File: src/rtl/farm_pkg.sv
// Shared types and constants for the farm program loader.
package farm_pkg;

  typedef enum logic [2:0] {
    LD_IDLE,
    LD_HDR_LO,
    LD_HDR_HI,
    LD_DATA,
    LD_WRITE,
    LD_DONE,
    LD_ERR
  } loader_state_t;

  localparam int LD_BYTES_PER_WORD = 4;

endpackage

File: src/rtl/farm_word_packer.sv
// Collects bytes little-endian into a 32-bit word.
// The word output already merges the byte on byte_in so the top can register it on the 4th accept.
module farm_word_packer
  import farm_pkg::*;
(
  input  logic        clk,
  input  logic        rst_n,
  input  logic        clear,
  input  logic        load_en,
  input  logic [7:0]  byte_in,
  output logic [31:0] word,
  output logic        full
);

  logic [1:0]  lane;
  logic [31:0] data;

  assign full = (lane == 2'(LD_BYTES_PER_WORD - 1));

  always_comb begin
    word = data;
    word[8*lane +: 8] = byte_in;
  end

  always_ff @(posedge clk) begin
    if (!rst_n || clear) begin
      lane <= '0;
      data <= '0;
    end else if (load_en) begin
      data[8*lane +: 8] <= byte_in;
      lane <= lane + 2'd1;
    end
  end

endmodule

File: src/rtl/farm_imem_loader.sv
// Length-prefixed byte-stream loader writing 32-bit words into instruction memory.
// Holds the core in reset until a complete load has been written.
module farm_imem_loader
  import farm_pkg::*;
#(
  parameter int ADDR_W = 8,
  parameter int DEPTH  = 256,
  parameter int BASE   = 0
) (
  input  logic              clk,
  input  logic              rst_n,
  input  logic              start,
  input  logic [7:0]        byte_in,
  input  logic              byte_valid,
  output logic              byte_ready,
  output logic              mem_we,
  output logic [ADDR_W-1:0] mem_addr,
  output logic [31:0]       mem_wdata,
  output logic              core_rst_n,
  output logic              done,
  output logic              err
);

  loader_state_t state, next;
  logic [7:0]    cnt_lo;
  logic [15:0]   cnt;
  logic [15:0]   hdr_cnt;
  logic [ADDR_W:0] word_idx;
  logic          accept;
  logic          pk_clear;
  logic          pk_load;
  logic          pk_full;
  logic [31:0]   pk_word;

  assign accept   = byte_valid && byte_ready;
  assign hdr_cnt  = {byte_in, cnt_lo};
  assign pk_clear = (state == LD_HDR_HI) && accept;
  assign pk_load  = (state == LD_DATA) && accept;

  farm_word_packer u_packer (
    .clk     (clk),
    .rst_n   (rst_n),
    .clear   (pk_clear),
    .load_en (pk_load),
    .byte_in (byte_in),
    .word    (pk_word),
    .full    (pk_full)
  );

  always_ff @(posedge clk) begin
    if (!rst_n) state <= LD_IDLE;
    else        state <= next;
  end

  always_comb begin
    next = state;
    unique case (state)
      LD_IDLE:   if (start) next = LD_HDR_LO;
      LD_HDR_LO: if (accept) next = LD_HDR_HI;
      LD_HDR_HI: begin
        if (accept) begin
          if (hdr_cnt == 16'd0)                    next = LD_DONE;
          else if ({1'b0, hdr_cnt} > 17'(DEPTH))   next = LD_ERR;
          else                                     next = LD_DATA;
        end
      end
      LD_DATA:   if (accept && pk_full) next = LD_WRITE;
      LD_WRITE:  next = (17'(word_idx) + 17'd1 == {1'b0, cnt}) ? LD_DONE : LD_DATA;
      LD_DONE,
      LD_ERR:    if (start) next = LD_HDR_LO;
      default:   next = LD_IDLE;
    endcase
  end

  // Handshake, strobe and write bus are registered off the next state so they
  // line up exactly with the state they belong to.
  always_ff @(posedge clk) begin
    if (!rst_n) begin
      byte_ready <= 1'b0;
      mem_we     <= 1'b0;
      mem_addr   <= '0;
      mem_wdata  <= '0;
      cnt_lo     <= '0;
      cnt        <= '0;
      word_idx   <= '0;
    end else begin
      byte_ready <= (next == LD_HDR_LO) || (next == LD_HDR_HI) || (next == LD_DATA);
      mem_we     <= (next == LD_WRITE);
      if (state == LD_HDR_LO && accept) cnt_lo <= byte_in;
      if (pk_clear) begin
        cnt      <= hdr_cnt;
        word_idx <= '0;
      end
      if (pk_load && pk_full) begin
        mem_addr  <= ADDR_W'(word_idx + (ADDR_W+1)'(BASE));
        mem_wdata <= pk_word;
      end
      if (state == LD_WRITE) word_idx <= word_idx + 1'b1;
    end
  end

  assign done       = (state == LD_DONE);
  assign err        = (state == LD_ERR);
  assign core_rst_n = (state == LD_DONE);

endmodule

File: config.mk
export PLATFORM = sky130hd
export DESIGN_NAME = farm_imem_loader
export DESIGN_NICKNAME = d
export VERILOG_FILES = /design/src/rtl/farm_pkg.sv /design/src/rtl/farm_word_packer.sv /design/src/rtl/farm_imem_loader.sv
export SDC_FILE = /design/constraint.sdc
export NUM_CORES = 1
export LEC_CHECK = 0
export CORE_MARGIN = 5
export CORE_UTILIZATION = 61
export DETAILED_ROUTE_END_ITERATION = 10
export PLACE_DENSITY = 0.85
export SYNTH_ARGS = -nofsm -noshare
export SYNTH_HDL_FRONTEND = slang
export SYNTH_HIERARCHICAL = 1
export SYNTH_SLANG_ARGS = --single-unit
export TNS_END_PERCENT = 20
File: constraint.sdc
create_clock -name clk -period 3.8 [get_ports clk]
set_input_delay 0.76 -clock clk [delete_from_list [all_inputs] [get_ports clk]]
set_output_delay 0.76 -clock clk [all_outputs]
set_load 0.01 [all_outputs]
======== Yosys cells after proc, flatten, opt, wreduce, memory -nomap -nowiden ========
Cells that the tools add are included.
storage, ports and cells
  bits in registers ....................... 112
  input port bits ......................... 12
  output and inout port bits .............. 45
  word-level logic and storage cells ...... 54
operators by class
  $add $sub $neg .......................... 4
  $lt $le $gt $ge ......................... 1
  eq/ne operators ......................... 12
  shift operators ......................... 2
  mux-type cells .......................... 11
  reduce and logical (&&, ||, !) cells .... 14
operators by type and width
  kind                     count
  $neg 5->34               1
  $shift 8x34->32 const A  1
  $shiftx 8x34->32         1
  $bwmux 32                1
  $mux 3                   7
  $mux 9                   2
  $eq 10x16->1             1
  $gt 16x9->1 const B      1
  $logic_not 16->1         1
  $pmux 3 s5               1
  $eq 3x2->1 const B       4
  $eq 3x3->1 const B       4
  $add 9x1->10 const B     1
  $add 9x1->9 const B      1
  $eq 3x1->1 const B       2
  $logic_and 1x1->1        6
  $logic_not 3->1          1
  $logic_or 1x1->1         3
  $reduce_or 3->1          1
  $add 2x1->2 const B      1
  $eq 2x2->1 const B       1
  $reduce_bool 2->1        1
  $logic_not 1->1          1

======== Logic depth before layout (Yosys ltp) ========
  depth in word-level cells ............... 8
  mapped depth ............................ 9
  mapped depth without buffers ............ 7

======== Modules after synthesis ========
The synthesis kept the hierarchy.
modules (own cells, without submodules)
  module            times used  cells each  area each (µm²)  seq. area each (µm²)
  farm_imem_loader  1           426         3,485.8          1,561.5
  farm_word_packer  1           196         1,746.7          680.7

======== Worst setup path after synthesis ========
OpenSTA, ideal clock, no wires.
  path type ............................... input to register
  start ................................... in byte_valid
  end ..................................... reg u_packer.data[0]
  library setup time ...................... 128 ps
  arrival time ............................ 2,042 ps
  required time ........................... 3,672 ps
  path slack .............................. 1,631 ps
  cell stages on the path ................. 7
  path buffers ............................ 2
  cell sequence ........................... nand2_1 -> or3_1 -> clkinv_1 -> buf_2 -> nand2b_1 -> clkbuf_1 -> nor2_1
on the way
  longest elaborated chain between the ends .. 3
  elaborated cells on any way between the ends .. 4
RTL lines
  what                             line                    source
  from (decl)                      farm_imem_loader.sv:14  input logic byte_valid,
  $logic_and 1x1->1                farm_imem_loader.sv:35  assign accept = byte_valid && byte_ready;
  $logic_and 1x1->1                farm_imem_loader.sv:37  assign pk_clear = (state == LD_HDR_HI) && accept;
  net pk_clear                     farm_imem_loader.sv:30  logic pk_clear;
  $logic_or 1x1->1                 farm_word_packer.sv:26  if (!rst_n || clear) begin
  to (signal, indexed assignment)  farm_word_packer.sv:30  data[8*lane +: 8] <= byte_in;
  to (decl)                        farm_word_packer.sv:16  logic [31:0] data;
The timed path passes the listed nets, and every way through them passes these cells.
A chain may end at the register's enable or synchronous reset.

======== Final worst setup path ========
  start ................................... in byte_in[3]
  end ..................................... reg state[1]
on the way
  longest elaborated chain between the ends .. 4
RTL lines
  what                  line                    source
  from (decl)           farm_imem_loader.sv:13  input logic [7:0] byte_in,
  $logic_not 16->1      farm_imem_loader.sv:62  if (hdr_cnt == 16'd0) next = LD_DONE;
  $mux 3                farm_imem_loader.sv:62
  $mux 3                farm_imem_loader.sv:61  if (accept) begin
  $pmux 3 s5            farm_imem_loader.sv:57  unique case (state)
  to (signal assigned)  farm_imem_loader.sv:52  else state <= next;
  to (decl)             farm_imem_loader.sv:24  loader_state_t state, next;
No other way between the ends.

==> reports/results.ini <==
[status]
status=complete, no violations

[clocking]
cts_sinks=112
post_cts_resized=0
cts-buffers-inserted=9
path_clk_slew_ns=0.10
cts_tree=yes
cts_setup_buffers=0
root_buffer=clkbuf_8
cts_hold_buffers=0
insertion_delay_ns=0.37
clock_path_buffers=2
htreeDepth=3

[logic_synthesis]
ys_seq_elements=112
yosys.area_share.simple_pct=23.1
synth_top_family_by_area=simple AND/OR/NAND/NOR gates
synth_compound_area_share_pct=22.5
synthXorXnorAreaFrac_pct=2.18
netlist_area_mm2=0.00523
syn_inst=622
ys_warn_count=6
ys_seq_area_share_pct=42.9
ys_types=49
synth.area.mux_share_pct=1.72
syn_avg_cell_area_um2=8.41
synth-adder-area-share_pct=1.67
synth_fp_nets=641

[setup_path]
crit_start=byte_in[3]
cp.arrival_ns=2.86
end_kind=flop
critPathMaxFanout=11
r2r-end=mem_wdata[23]
crit_end=state[1]
rr_worst_depth=7
critical_path_class=input pin to flop
cp.required_ns=4.07
reg2reg_from=u_packer/lane[0]
rrSetupSlack_ns=1.30
crit_path_start_kind=input pin

[sta]
fin_crit_sh_pct=68.1
fmax_ghz=0.386
tns_ns=0
report.final.setup_viol=0
rsz0062_at_grt=no
slew-limit-headroom_pct=51.4
finalCriticalPeriod_ns=2.59
finalHoldViolCount=0
worstMarginPinSlew_ns=0.727
drv_slew=0
fin_skew_ns=0.00910

[global_routing]
grt_overflow=0
track_usage_pct=24.8
grt_pass1_wl_um=21000
grt_max_degree=45
grt_antenna_before_repair=0
first_global_vias=4358

[drt]
first_iter_violations=302
vias=4584
drtPass1Iterations=5
wl_per_cell_um=17.0
routed_wl_um=12900
ant_nets=0
vias_per_cell=6.05
drc_errors=0

[placement]
port_buffers=56
gp_congestion=0.918
dp_hpwl_um=8560
placed_cell_area_mm2=0.00575

[finish]
syn_to_final_growth_pct=13.5
drive_gt1_share_pct=5.36
final_nets=667
layout_common_cells=nand2_1, dfxtp_1, clkdlybuf4s50_1, nor2_1, a21boi_0
fin_util_pct=71.6
layout_commonest_cell=nand2_1
n_antenna_cell=0
design_area_mm2=0.00594

[power]
power_frac_clock_pct=35.2
powerDensity_mw_per_mm2=333
internal_power_uw=1520
worst_ir_drop_vdd_v=0.000216
seqPwrFrac_pct=59.9
switching_share_pct=23.1
p_leak_uw=0.00205
total_power_uw=1980
combPwrFrac_pct=4.9
power_switching_uw=457

[floorplanning]
core_area_mm2=0.00830
start_util_pct=63.0
dieWidth_um=103
io_pins=57
die_y_um=103
rows=33
dieArea_mm2=0.0105

[run]
maxCapViolations=0

[worst_hold_path]
hp-class=flop to flop

==> routing by layer <==
metal | track usage, % | up-vias | part of all wire [%]
li1 | - | 2198 | -
met1 | 33.1 | 2162 | 44
met2 | 40.9 | 192 | 47
met3 | 5.21 | 32 | 7.5
met4 | 6.36 | 0 | 1.9
met5 | 0 | - | 0
==> cell type report <==
| cell class | count | area [um2] |
|---|---|---|
| Clock buffer | 11 | 131 |
| Clock inverter | 5 | 57.6 |
| Sequential cell | 112 | 2240 |
| Inverter | 15 | 56.3 |
| Fill cell | 693 | 2360 |
| Tap cell | 105 | 131 |
| Timing Repair Buffer | 65 | 636 |
| Multi-Input combinational cell | 445 | 2690 |
==> synthesized netlist by cell type (all sizes together) <==
cell    instances  area (um2)
a32oi          29         254
inv            14        52.6
o211ai          2        15.0
o22ai           1        6.26
clkbuf         20        75.1
and2            6        37.5
a32o            3        30.0
dfxtp         112        2240
o31ai           2        20.0
nand4           4        31.3
o41ai           1        8.76
nor4            7        43.8
a21boi         60         450
o311ai          1        8.76
a21o            1        7.51
mux2i           9        90.1
nor2           43         164
nand2b          5        31.3
or4             1        11.3
and4bb          1        12.5
and3            7        46.3
nor3b           1        18.8
o21ai          21         105
ha              7        87.6
xor2            5        43.8
and4            1        11.3
clkinv          1        3.75
nand2         142         533
nor2b          17         106
xnor2           8        70.1
buf            30         180
or3             2        12.5
nor3            7        35.0
nor4bb          1        10.0
a22o           24         210
and3b           6        52.6
a31oi           3        18.8
a21oi           9        45.0
and4b           1        10.0
nand3           7        40.0
==> critical path, cell delays in order <==
cell,delay (ns)
clkdlybuf4s50_1,0.72
nor4_1,0.43
nand2_1,0.16
o41ai_1,0.34
o211ai_1,0.20
o21ai_0,0.21
nor2_1,0.05
==> worst min-delay path by stage <==
stage,startpoint,end,slack [ns],cells past startpoint
floorplan,u_packer/data[24],u_packer/data[24],0.44,1
global placement,mem_addr[2],mem_addr[2],0.44,2
detailed placement,mem_addr[4],mem_addr[4],0.45,2
CTS,mem_addr[4],mem_addr[4],0.46,2
global route,mem_wdata[6],mem_wdata[6],0.48,2
finish,mem_addr[4],mem_addr[4],0.46,2
==> registers in the layout (all words and copies together) (netlist names) <==
signal / flops
byte_ready: 1
cnt: 16
cnt_lo: 8
mem_addr: 8
mem_wdata: 32
mem_we: 1
state: 3
u_packer/data: 32
u_packer/lane: 2
word_idx: 9
==> cell families after synthesis <==
kind of cell	count (synthesis)
AOI/OAI and AO/OA	157
xor gates and xnor gates	13
adders and majority gates	7
buffers and inverters	65
DFF	112
muxes	9
and+or+nand+nor	259
==> power groups by stage <==
stage          combinational [uW]  clock, uW  sequential [uW]
2_1_floorplan                60.4          0             1210
3_3_place_gp                 91.3          0             1210
3_5_place_dp                 94.5          0             1210
4_1_cts                      95.3        704             1180
5_1_grt                       103        760             1180
6_report                     97.7        696             1180
==> stage by stage <==
stage | std cells | setup WS, ns | hold WS, ns
after floorplan | 622 | 1.63 | 0.442
after global placement | 742 | 1.02 | 0.442
after detailed placement | 742 | 0.866 | 0.448
after CTS | 758 | 1.21 | 0.461
after global routing | 758 | 1.06 | 0.483
final | 758 | 1.21 | 0.459
Note: power is estimated with default switching activity, not from simulation.
